File: src/rtl/alu_writeback_pkg.sv
// alu_writeback_pkg: shared definitions for the ALU writeback stage.
//   - ALU opcode constants and the opcode-to-commit-class decode
//   - commit class enum and capture FSM state enum
//   - NZCV bit positions within the 4-bit flag word {N,Z,C,V}
package alu_writeback_pkg;

    localparam logic [3:0] OP_ADD    = 4'b0000;
    localparam logic [3:0] OP_MVN    = 4'b0110;
    localparam logic [3:0] OP_MOV    = 4'b0111;
    localparam logic [3:0] OP_CMP    = 4'b1011;
    localparam logic [3:0] OP_MEM_LO = 4'b1100;
    localparam logic [3:0] OP_MEM_HI = 4'b1111;

    localparam int unsigned FLAG_N = 3;
    localparam int unsigned FLAG_Z = 2;
    localparam int unsigned FLAG_C = 1;
    localparam int unsigned FLAG_V = 0;

    typedef enum logic [1:0] {
        CLS_REG_FLAG,
        CLS_REG_ONLY,
        CLS_FLAG_ONLY,
        CLS_NONE
    } commit_cls_e;

    typedef enum logic {
        ST_EMPTY,
        ST_FULL
    } wb_state_e;

    function automatic commit_cls_e classify(input logic [3:0] op);
        commit_cls_e cls;
        if (op == OP_CMP)
            cls = CLS_FLAG_ONLY;
        else if (op >= OP_MEM_LO)
            cls = CLS_NONE;
        else if (op == OP_MVN || op == OP_MOV)
            cls = CLS_REG_ONLY;
        else
            cls = CLS_REG_FLAG;
        return cls;
    endfunction

endpackage

File: src/rtl/alu_writeback_if.sv
// alu_writeback_if: bus between the ALU, the load unit and the writeback stage.
//   ALU result handshake : in_valid/in_ready, in_opcode, in_s, in_rd, in_result, in_flag
//   load write port      : ld_valid, ld_rd, ld_data (always accepted)
//   operand read ports   : rd_addr_a/b -> rd_data_a/b
//   status               : flag_out (NZCV), retire_cnt
// Modports: slave = writeback stage, master = ALU/load side driving it.
interface alu_writeback_if #(
    parameter int unsigned DW = 32
);
    logic          in_valid;
    logic          in_ready;
    logic [3:0]    in_opcode;
    logic          in_s;
    logic [3:0]    in_rd;
    logic [DW-1:0] in_result;
    logic [3:0]    in_flag;
    logic          ld_valid;
    logic [3:0]    ld_rd;
    logic [DW-1:0] ld_data;
    logic [3:0]    rd_addr_a;
    logic [3:0]    rd_addr_b;
    logic [DW-1:0] rd_data_a;
    logic [DW-1:0] rd_data_b;
    logic [3:0]    flag_out;
    logic [31:0]   retire_cnt;

    modport slave (
        input  in_valid, in_opcode, in_s, in_rd, in_result, in_flag,
        input  ld_valid, ld_rd, ld_data,
        input  rd_addr_a, rd_addr_b,
        output in_ready, rd_data_a, rd_data_b, flag_out, retire_cnt
    );

    modport master (
        output in_valid, in_opcode, in_s, in_rd, in_result, in_flag,
        output ld_valid, ld_rd, ld_data,
        output rd_addr_a, rd_addr_b,
        input  in_ready, rd_data_a, rd_data_b, flag_out, retire_cnt
    );
endinterface

File: src/rtl/alu_writeback_regfile.sv
// wb_regfile: NREGS x DW register file, one write port, two combinational
// read ports. Synchronous active-high reset clears every entry.
// Optional macro WB_FORWARD_EN: reads of the index being written this cycle
// return the write data instead of the stored value.
//   clk, reset         : clock / synchronous reset
//   we, waddr, wdata   : write port
//   raddr_a/b, rdata_a/b : read ports
module wb_regfile #(
    parameter int unsigned NREGS = 16,
    parameter int unsigned DW    = 32
) (
    input  logic                     clk,
    input  logic                     reset,
    input  logic                     we,
    input  logic [$clog2(NREGS)-1:0] waddr,
    input  logic [DW-1:0]            wdata,
    input  logic [$clog2(NREGS)-1:0] raddr_a,
    input  logic [$clog2(NREGS)-1:0] raddr_b,
    output logic [DW-1:0]            rdata_a,
    output logic [DW-1:0]            rdata_b
);

    logic [DW-1:0] mem [NREGS];

    always_ff @(posedge clk) begin
        if (reset) begin
            for (int unsigned i = 0; i < NREGS; i++)
                mem[i] <= '0;
        end else if (we) begin
            mem[waddr] <= wdata;
        end
    end

`ifdef WB_FORWARD_EN
    always_comb begin
        rdata_a = mem[raddr_a];
        rdata_b = mem[raddr_b];
        if (we && waddr == raddr_a)
            rdata_a = wdata;
        if (we && waddr == raddr_b)
            rdata_b = wdata;
    end
`else
    always_comb begin
        rdata_a = mem[raddr_a];
        rdata_b = mem[raddr_b];
    end
`endif

endmodule

File: src/rtl/alu_writeback.sv
// alu_writeback: writeback stage downstream of the ALU.
// Captures one ALU result per cycle into a single-entry register and commits
// it to the register file / NZCV flag register. A load write shares the
// register-file write port and wins; a register-writing entry then stalls.
// Optional macro WB_FORWARD_EN: bypass pending writes onto the read ports
// and flag_out.
//   clk, reset : clock, synchronous active-high reset
//   wb         : alu_writeback_if.slave (handshake, load port, read ports,
//                flag_out, retire_cnt)
module alu_writeback
    import alu_writeback_pkg::*;
#(
    parameter int unsigned NREGS = 16,
    parameter int unsigned DW    = 32
) (
    input  logic           clk,
    input  logic           reset,
    alu_writeback_if.slave wb
);

    wb_state_e     state, state_nxt;
    logic          cap_valid;
    logic [3:0]    cap_opcode;
    logic          cap_s;
    logic [3:0]    cap_rd;
    logic [DW-1:0] cap_result;
    logic [3:0]    cap_flag;
    logic [3:0]    flag_q;
    logic [31:0]   retire_q;

    commit_cls_e   cls;
    logic          writes_reg;
    logic          writes_flag;
    logic          commit;
    logic          accept;
    logic          rf_we;
    logic [3:0]    rf_waddr;
    logic [DW-1:0] rf_wdata;

    assign cap_valid = (state == ST_FULL);

    // State register
    always_ff @(posedge clk) begin
        if (reset)
            state <= ST_EMPTY;
        else
            state <= state_nxt;
    end

    // Next-state logic
    always_comb begin
        state_nxt = state;
        unique case (state)
            ST_EMPTY: if (accept) state_nxt = ST_FULL;
            ST_FULL:  if (commit && !wb.in_valid) state_nxt = ST_EMPTY;
            default:  state_nxt = ST_EMPTY;
        endcase
    end

    // Output / commit logic. A stall only arises when the entry needs the
    // shared write port; CMP and discarded entries commit next to a load.
    always_comb begin
        cls         = classify(cap_opcode);
        writes_reg  = (cls == CLS_REG_FLAG) || (cls == CLS_REG_ONLY);
        writes_flag = (cls == CLS_FLAG_ONLY) || (cls == CLS_REG_FLAG && cap_s);
        commit      = cap_valid && !(writes_reg && wb.ld_valid);
        wb.in_ready = !cap_valid || commit;
        accept      = wb.in_valid && wb.in_ready;
        rf_we       = wb.ld_valid || (commit && writes_reg);
        rf_waddr    = wb.ld_valid ? wb.ld_rd : cap_rd;
        rf_wdata    = wb.ld_valid ? wb.ld_data : cap_result;
    end

    // Capture register payload
    always_ff @(posedge clk) begin
        if (reset) begin
            cap_opcode <= '0;
            cap_s      <= 1'b0;
            cap_rd     <= '0;
            cap_result <= '0;
            cap_flag   <= '0;
        end else if (accept) begin
            cap_opcode <= wb.in_opcode;
            cap_s      <= wb.in_s;
            cap_rd     <= wb.in_rd;
            cap_result <= wb.in_result;
            cap_flag   <= wb.in_flag;
        end
    end

    // Flag register and retire counter
    always_ff @(posedge clk) begin
        if (reset) begin
            flag_q   <= '0;
            retire_q <= '0;
        end else if (commit) begin
            retire_q <= retire_q + 32'd1;
            if (writes_flag)
                flag_q <= cap_flag;
        end
    end

    assign wb.retire_cnt = retire_q;

`ifdef WB_FORWARD_EN
    assign wb.flag_out = (commit && writes_flag) ? cap_flag : flag_q;
`else
    assign wb.flag_out = flag_q;
`endif

    wb_regfile #(
        .NREGS(NREGS),
        .DW   (DW)
    ) u_regfile (
        .clk    (clk),
        .reset  (reset),
        .we     (rf_we),
        .waddr  (rf_waddr),
        .wdata  (rf_wdata),
        .raddr_a(wb.rd_addr_a),
        .raddr_b(wb.rd_addr_b),
        .rdata_a(wb.rd_data_a),
        .rdata_b(wb.rd_data_b)
    );

endmodule

File: src/flat_wrapper.sv
// flat-port wrapper written by rule: the top's interface ports become plain ports
module alu_writeback_flat import alu_writeback_pkg::*;
#(
    parameter int unsigned NREGS = 16,
    parameter int unsigned DW    = 32
)
  (clk, reset, wb_in_valid, wb_in_opcode, wb_in_s, wb_in_rd, wb_in_result, wb_in_flag, wb_ld_valid, wb_ld_rd, wb_ld_data, wb_rd_addr_a, wb_rd_addr_b, wb_in_ready, wb_rd_data_a, wb_rd_data_b, wb_flag_out, wb_retire_cnt);
  alu_writeback_if #(.DW(DW)) wb_i ();
  input  logic clk;
  input  logic reset;
  input wire logic [$bits(wb_i.in_valid)-1:0] wb_in_valid;
  input wire logic [$bits(wb_i.in_opcode)-1:0] wb_in_opcode;
  input wire logic [$bits(wb_i.in_s)-1:0] wb_in_s;
  input wire logic [$bits(wb_i.in_rd)-1:0] wb_in_rd;
  input wire logic [$bits(wb_i.in_result)-1:0] wb_in_result;
  input wire logic [$bits(wb_i.in_flag)-1:0] wb_in_flag;
  input wire logic [$bits(wb_i.ld_valid)-1:0] wb_ld_valid;
  input wire logic [$bits(wb_i.ld_rd)-1:0] wb_ld_rd;
  input wire logic [$bits(wb_i.ld_data)-1:0] wb_ld_data;
  input wire logic [$bits(wb_i.rd_addr_a)-1:0] wb_rd_addr_a;
  input wire logic [$bits(wb_i.rd_addr_b)-1:0] wb_rd_addr_b;
  output wire logic [$bits(wb_i.in_ready)-1:0] wb_in_ready;
  output wire logic [$bits(wb_i.rd_data_a)-1:0] wb_rd_data_a;
  output wire logic [$bits(wb_i.rd_data_b)-1:0] wb_rd_data_b;
  output wire logic [$bits(wb_i.flag_out)-1:0] wb_flag_out;
  output wire logic [$bits(wb_i.retire_cnt)-1:0] wb_retire_cnt;
  assign wb_i.in_valid = wb_in_valid;
  assign wb_i.in_opcode = wb_in_opcode;
  assign wb_i.in_s = wb_in_s;
  assign wb_i.in_rd = wb_in_rd;
  assign wb_i.in_result = wb_in_result;
  assign wb_i.in_flag = wb_in_flag;
  assign wb_i.ld_valid = wb_ld_valid;
  assign wb_i.ld_rd = wb_ld_rd;
  assign wb_i.ld_data = wb_ld_data;
  assign wb_i.rd_addr_a = wb_rd_addr_a;
  assign wb_i.rd_addr_b = wb_rd_addr_b;
  assign wb_in_ready = wb_i.in_ready;
  assign wb_rd_data_a = wb_i.rd_data_a;
  assign wb_rd_data_b = wb_i.rd_data_b;
  assign wb_flag_out = wb_i.flag_out;
  assign wb_retire_cnt = wb_i.retire_cnt;
  alu_writeback #(.NREGS(NREGS), .DW(DW)) u_core (.clk(clk), .reset(reset), .wb(wb_i));
endmodule
File: config.mk
export PLATFORM = sky130hd
export DESIGN_NAME = alu_writeback_flat
export DESIGN_NICKNAME = d
export VERILOG_FILES = /design/src/rtl/alu_writeback_pkg.sv /design/src/rtl/alu_writeback_if.sv /design/src/rtl/alu_writeback_regfile.sv /design/src/rtl/alu_writeback.sv /design/src/flat_wrapper.sv
export SDC_FILE = /design/constraint.sdc
export NUM_CORES = 1
export LEC_CHECK = 0
export ABC_CLOCK_PERIOD_IN_PS = 3550
export CORE_MARGIN = 2
export CORE_UTILIZATION = 60
export CTS_CLUSTER_SIZE = 8
export DETAILED_ROUTE_END_ITERATION = 8
export GPL_TIMING_DRIVEN = 0
export PLACE_DENSITY = 0.84
export SLEW_MARGIN = 20
export SYNTH_ARGS = -nofsm -noshare
export SYNTH_HDL_FRONTEND = slang
export SYNTH_HIERARCHICAL = 1
export SYNTH_SLANG_ARGS = --single-unit
File: constraint.sdc
create_clock -name clk -period 3.55 [get_ports clk]
set_clock_uncertainty 0.1 [all_clocks]
set_input_delay 0.5325 -clock clk [delete_from_list [all_inputs] [get_ports clk]]
set_output_delay 0.5325 -clock clk [all_outputs]
set_load 0.005 [all_outputs]
## Word-level counts from Yosys, hierarchy flattened

Memories as Yosys holds them, arrays and structs flattened.
Index checks and enable logic that the tools add are counted.

- Output and inout bits: 101
- Logic and storage cells: 50
- Memories: 1
- Memory bits (writable): 512
- Input bits: 93
- Register bits: 82

Memory list:

| memory | depth | bits a word | rd ports | clocked after Yosys merged registers in | write ports | line | text |
|---|---|---|---|---|---|---|---|
| u_core.u_regfile.mem | 16 | 32 | 2 | 0 | 16 | alu_writeback_regfile.sv:23 | `logic [DW-1:0] mem [NREGS];` |

- Magnitude comparators: 1
- Add/subtract/negate cells: 1
- Bitwise logic cells: 1
- Multiplexer cells: 16
- Equality and inequality tests: 5
- Reductions and logical operators: 17

Operator list:

| cell | number |
|---|---|
| 2-to-1 mux 32 bit | 2 |
| adder 32 x 1 -> 32 bit, second input constant | 1 |
| OR reduction 32 bit | 1 |
| 2-to-1 mux 1 bit | 9 |
| equality test 4 x 3 -> 1 bit, second input constant | 2 |
| 2-to-1 mux 4 bit | 2 |
| logical AND 1 bit | 6 |
| logical OR 1 bit | 5 |
| equality test 4 bit, second input constant | 1 |
| >= comparator 4 bit, second input constant | 1 |
| 2-to-1 mux 2 bit | 2 |
| logical NOT 1 bit | 3 |
| equality test 2 x 1 -> 1 bit, second input constant | 1 |
| equality test 2 bit, second input constant | 1 |
| logical NOT 2 bit | 1 |
| case mux 1 bit (2 select lines) | 1 |
| AND reduction 2 bit | 1 |
| NOT 1 bit | 1 |

## Logic depth before layout (Yosys ltp)

Gate-level depths: netlist (run 1).

- Word-level depth: 17
- Mapped depth: 7
- Depth with buffers taken out: 6

## Cells and area by module

Netlist (run 1), hierarchy kept.

Modules (own cells, without submodules):

| module | cells each | sequential area each (µm²) | area each (µm²) | times used |
|---|---|---|---|---|
| wb_regfile | 1687 | 15374.7 | 26581.7 | 1 |
| alu_writeback | 438 | 1641.6 | 3903.7 | 1 |

## Worst setup path after synthesis (run 1)

OpenSTA, ideal clock, no wires.

- Kind: input to register
- Start point: input port wb_ld_valid
- End point: memory u_core.u_regfile.mem[0][0] (enable)
- Arrival time: 2.515 ns
- Cell stages on the path: 5
- Path buffers: 1
- Slack: 0.560 ns
- Required time: 3.075 ns
- Cell sequence: clkbuf_1 > mux2_2 > or4b_4 > nor3_4 > or2_2

RTL lines:

| item | line | text |
|---|---|---|
| from (decl) | flat_wrapper.sv:17 | `input wire logic [$bits(wb_i.ld_valid)-1:0] wb_ld_valid;` |
| to (decl) | alu_writeback_regfile.sv:23 |  |

==> metrics.yaml, run 1 <==
crit_type: "input port to flip-flop"
slowest_stage: "nor2_1"
drt_first_pass_iters: 8
syn-num-nets: 2219
grt_max_degree: 33
cp_top_family: "buffers and inverters"
start_kind: "input port"
muxShareOfSynthArea_pct: 20.4
slew_viol_final: 0
stdcell_area_um2: 35900
synthAdderAreaFrac_pct: 0.0410
die_width_um: 229
crit_cells: 8
p_leak_nw: 12.9
gr-total-overflow: 0
route.detailed.drc: 0
dp_hpwl_um: 59900
worstHoldPathType: "flip-flop to flip-flop"
initial_core_util_pct: 60.8
slew_headroom_pct: 25.8
synth_edf_count: 512
viasPerCell: 6.88
ys_seq_elements: 594
grt_first_pass_wirelength_um: 137000
cts_tree: "done"
fin_nets: 2503
place_area_um2: 33200
ys_types: 52
io_pins: 194
yosys.area_share.simple_pct: 15.8
netlist_instances: 2125
arrival_ns: 4.12
r2r_start: "u_core/cap_opcode[1]"
cts_setup_buffers: 0
r2r-end: "u_core/u_regfile/mem[14][24]"
area_delta_synth_final_pct: 17.7
reg2reg_slack_ns: 0.56
layout_min_cycle_time_ns: 3.75
wl_um: 96000
hold_violations: 0
status: "complete, but fails checks"
rsz0062_at_grt: "true"
postCtsHoldBufs: 0
yosysMostFrequentCell: "edfxtp_1"
ys.warnings.count: 6
cp-end-kind: "flip-flop"
wl_per_cell_um: 30.6
ys_async_sr_fraction_pct: 0
die_area_um2: 52600
synth_area_um2: 30500
ff2ff_path_depth: 7
path_max_fanout: 10
root_buffer: "clkbuf_16"
final_antenna_net_count: 0
gp_congestion: 0.873
holdWs_ns: 0.351
ys_seq_area_share_pct: 55.8
clk_pin_slew_ns: 0.05
power_density_nw_per_um2: 485
yosysTopAreaCell: "edfxtp_1"
cts_buffers: 84
numPortBuffers: 189
worst_ep_required_time_ns: 3.92
core_um2: 50200
fmax_ghz: 0.266
ys_top_cells_by_area: "edfxtp_1, mux4_2, and2_1"
grt_pass1_vias: 22395
yosys-top-cells-count: "edfxtp_1, and2_1, mux4_2"
cts_buffer_depth: 3
drt_iter0_drc: 3294
cp_slowest_stage_delay_ns: 0.68
worst_pin_slew_ns: 1.11
synth_top_family_by_area: "multiplexers"
clock-sinks: 594
clock_latency_ns: 0.61
synthFlopType: "edfxtp_1"
timing.critical_path.buf_inv: 4
setup.worst_path.end: "u_core/u_regfile/mem[14][24]"
diodes: 0
synth_xor_area_share_pct: 0.804
postSynthAreaPerCell_um2: 14.3
die_y_um: 229
fin_crit_sh_pct: 106
path_cells: "clkdlybuf4s50_1 -> clkbuf_2 -> buf_2 -> nand2b_1 -> nand4b_1 -> nor2_1 -> clkbuf_1 -> and2_1"
worst_slack_ns: -0.205
drive_above_1_share_pct: 23.7
fill_cells: 3167
violations: "setup timing"
ir_drop_mv: 0.353
vias: 21600
std_cell_rows: 82
antenna_found_initial: 0
max_cap_violations: 0
setup.worst_path.start: "wb_ld_valid"
setup_viol: 104
synth_top_area_share_pct: 50.4
track_usage_pct: 35.8
h-tree-depth: 3
synth_compound_area_share_pct: 4.24
-- registers in the layout, summed over array words and instances (netlist names) --
signal,flops
u_core/cap_s,1
u_core/cap_flag,4
u_core/wb.retire_cnt,32
u_core/cap_result,32
u_core/cap_opcode,4
u_core/cap_rd,4
u_core/wb.flag_out,4
u_core/cap_valid,1
u_core/u_regfile/mem,512
-- worst min-delay path by stage --
stage / from / endpoint / slack [ns] / cells after the start
floorplan: u_core/cap_result[31] / u_core/cap_result[31] / 0.33 / 2
global placement: u_core/cap_result[13] / u_core/cap_result[13] / 0.34 / 2
detailed placement: u_core/cap_result[14] / u_core/cap_result[14] / 0.34 / 2
CTS: u_core/cap_result[14] / u_core/cap_result[14] / 0.35 / 2
global route: u_core/cap_result[2] / u_core/cap_result[2] / 0.37 / 2
finish: u_core/cap_result[14] / u_core/cap_result[14] / 0.35 / 2
-- layout by cell type, fill, tap and decap left out, types with 4 or more instances in the layout --
master             n
clkbuf_2          38
nor3_2            14
clkbuf_4          15
or2_4             25
inv_1             11
buf_1              8
dfxtp_1           82
a22oi_1          128
nor2_1            40
and2_2            32
buf_4              5
nor2_2             6
edfxtp_1         512
xnor2_1           27
clkbuf_16         87
mux2_2            36
clkbuf_1         140
nor2b_1            4
buf_2             37
o21ai_0            5
nand2_1          165
a21oi_1           50
nor4_2             8
clkdlybuf4s50_1  189
mux2i_1            5
mux4_2           256
nand3_1            9
and2_1           484
-- where the power goes --
part | total [mW] | leakage, nW | internal (mW) | switching, mW
logic | 1.98 | 5.75 | 0.858 | 1.12
clock network | 7.40 | 1.15 | 4.51 | 2.89
registers | 8.02 | 6.01 | 7.87 | 0.151
-- per-layer routing --
metal	up-vias	global-route usage (%)	routed length [um]
met1	10580	44.4	31100
met4	0	19.3	5470
li1	8595	-	-
met3	417	11.9	14600
met2	2008	56.1	44900
met5	-	0	0
-- worst register-to-register path: stages (launching register included) --
cell and delay, ns:
dfxtp_1 0.33, a21oi_1 0.18, o21ai_0 0.13, nand2b_1 0.18
nand4b_1 0.32, nor2_1 0.68, clkbuf_1 0.68, and2_1 0.25
-- layout make-up --
cell class	instances	area, um2	area share, %
tap	672	841	2.34
sequential	594	17000	47.4
clock inverter	2	17.5	0.0488
timing repair buffer	190	1910	5.33
inverter	11	41.3	0.115
clock buffer	143	2390	6.65
multi-input combinational	1336	12800	35.5
buffer	192	922	2.57
-- cells by family (layout without fill, tap and decap cells) --
family                     after synthesis  count (layout)
DFF                                    594             594
buffers and inverters                  205             538
muxes                                  297             297
AOI/OAI and AO/OA                      187             187
and+or+nand+nor                        813             823
xor gates and xnor gates                28              28
adders and majority gates                1               1
-- per-stage QoR --
step           worst slack [ns]  utilization, %  TNS [ns]  cells  total power, mW
4_1_cts                 0.00892            71.3         0   3135             17.3
5_1_grt                 -0.0648            71.5     -1.44   3140             17.8
3_5_place_dp              -1.44            66.3   -810.61   2987             9.99
2_1_floorplan             0.560               -         0   2125             9.15
3_3_place_gp              -1.31            66.2   -719.29   2986             9.91
6_report                 -0.205            71.5     -6.65   3140             17.4
-- what timing repair did --
item,CTS,global route
endpoints found under the setup margin,692,433
gates cloned,3,7
gates resized for setup,47,80
pin swaps,3,1
endpoints found under the hold margin,0,0
Power figures use the tool's default switching activity.
==> run 2: changes to the inputs <==
- CTS_BUF_LIST: unset -> sky130_fd_sc_hd__clkbuf_8 sky130_fd_sc_hd__clkbuf_16
- SKIP_CTS_REPAIR_TIMING: unset -> 1
==> run 2 against run 1 <==
  * The flow still finishes with violations (setup timing)
  * Wire length rose by 0.27%
  * Core utilization about the same
  * Register-to-register slack improved by 0.08 ns
  * Largest cell class unchanged
  * Largest power group unchanged
  * Critical endpoint is now wb_rd_data_b[1]
  * Cell area barely moved
  * Worst hold slack improved by 0.0017 ns
  * Sequential share of layout area hardly changed
  * Critical path depth is 2 lower
  * Flip-flop and latch count unchanged
  * Power decreased by 0.69%
  * Clock-buffer cell count is 56 lower
==> metrics.yaml, run 2 (synthesized netlist as in run 1, its figures left out) <==
rsz0062_at_grt: "true"
route.detailed.drc: 0  # unchanged
final_util_pct: 71.6  # about the same
grt_first_pass_wirelength_um: 136000  # -1.0%
die_area_um2: 52600  # unchanged
slew_headroom_pct: 24.5  # -1.3 points
final_common_cell: "edfxtp_1"
clock_latency_ns: 0.61  # about the same
dp_hpwl_um: 59900  # unchanged
max_cap_violations: 0  # unchanged
ir_drop_mv: 0.353  # +0.12%
wl_um: 96300  # +0.27%
worst_pin_slew_ns: 1.13  # +0.0199 ns
vias: 21748  # +0.69%
clk_pin_slew_ns: 0.05  # about the same
drt_first_pass_iters: 8  # unchanged
layout_min_cycle_time_ns: 3.59  # -0.160 ns
cts_tree: "done"
final_cell_mix: "edfxtp_1, and2_1, mux4_2"
fmax_ghz: 0.278  # +4.4%
drive_above_1_share_pct: 23.4  # -0.37 points
largest_reg_flops: 512  # unchanged
std_cell_rows: 82  # unchanged
path_max_fanout: 10  # unchanged
p_leak_nw: 13.1  # +1.8%
worst_slack_ns: -0.0449  # +0.160 ns
clock-sinks: 594  # unchanged
area_delta_synth_final_pct: 17.8  # about the same
violations: "setup timing"
cts_buffer_depth: 3  # unchanged
antenna_found_initial: 1  # +1
max_flop_register: "u_core/u_regfile/mem"
status: "complete, but fails checks"
drt_iter0_drc: 3386  # +2.8%
fin_crit_sh_pct: 101  # -4.5 points
slew_viol_final: 0  # unchanged
grt_pass1_vias: 22192  # -0.91%
wl_per_cell_um: 30.6  # +0.11%
arrival_ns: 2.96  # -1.16 ns
initial_core_util_pct: 60.8  # unchanged
track_usage_pct: 35.4  # -0.41 points
setup_tns_ns: -0.374  # +6.28 ns
power_density_nw_per_um2: 481  # -0.76%
fin_nets: 2504  # +0.040%
root_buffer: "clkbuf_16"
holdWs_ns: 0.352  # +0.00174 ns
cts_buffers: 84  # unchanged
numPortBuffers: 189  # unchanged
final_antenna_net_count: 0  # unchanged
hold_violations: 0  # unchanged
setup_viol: 18  # -83%
die_y_um: 229  # unchanged
cp-end-kind: "output pin"
gp_congestion: 0.873  # unchanged
worstHoldPathType: "flip-flop to flip-flop"
h-tree-depth: 3  # unchanged
viasPerCell: 6.92  # +0.53%
worst_ep_required_time_ns: 2.92  # -1.00 ns
placedCellCount: 2987  # unchanged
core_um2: 50200  # unchanged
die_width_um: 229  # unchanged
gr-total-overflow: 0  # unchanged
crit_type: "input port to output pin"
grt_max_degree: 33  # unchanged
final_cells: 3145  # +0.16%
start_kind: "input port"
io_pins: 194  # unchanged
[run 2: cell count changes in the layout (fill, tap and decap cells not counted), sizes merged]
cell,change
clkbuf,-61
inv,+56
buf,+8
diode,+4
or2,-2
[run 2: per-stage QoR]
stage,area (um2),power (mW),setup WS (ns)
floorplan,30500,9.15,0.560
global placement,33200,9.91,-1.31
detailed placement,33200,9.99,-1.44
CTS,35600,17.1,-0.805
global route,35900,17.7,-0.0683
finish,35900,17.3,-0.0449
[run 2: per-layer routing]
metal / track usage [%] / vias to the layer above / part of all wire [%] / wire length [um]
met3: 11.5 / 412 / 14 / 13800
li1: - / 8595 / - / -
met2: 55.8 / 1964 / 47 / 45100
met1: 44.4 / 10773 / 33 / 31800
met5: 0 / - / 0.066 / 64
met4: 17.4 / 4 / 5.7 / 5470
[run 2: critical path, cell delays in order]
cell and delay [ns]:
buf_2 0.34, buf_1 0.75, mux4_2 0.46, a22oi_1 0.27
nand2_1 0.15, clkdlybuf4s50_1 0.47
[run 2: power breakdown]
part           internal [mW]  total (mW)  switching, mW
clock                   4.34        7.27           2.93
sequential              7.87        8.02          0.152
combinational          0.862        1.98           1.12
total                   13.1        17.3           4.20
[run 2: path summary, 6_finish.rpt]
check / from / end / slack [ns] / depth (start not counted)
worst min-delay path: u_core/cap_result[20] / u_core/cap_result[20] / 0.35 / 2
worst max-delay path: wb_rd_addr_b[1] / wb_rd_data_b[1] / -0.04 / 6
worst max register to register: u_core/cap_opcode[1] / u_core/u_regfile/mem[15][13] / 0.64 / 7
worst min register to register: u_core/cap_result[20] / u_core/cap_result[20] / 0.35 / 2
[run 2: final cells by class]
| cell class | instances | area [um2] |
|---|---|---|
| clock buffer | 87 | 2180 |
| clock inverter | 58 | 228 |
| inverter | 11 | 41.3 |
| tap | 672 | 841 |
| fill | 3153 | 14300 |
| timing repair buffer | 192 | 1970 |
| antenna | 4 | 10.0 |
| buffer | 193 | 905 |
| multi-input combinational | 1334 | 12700 |
| sequential | 594 | 17000 |
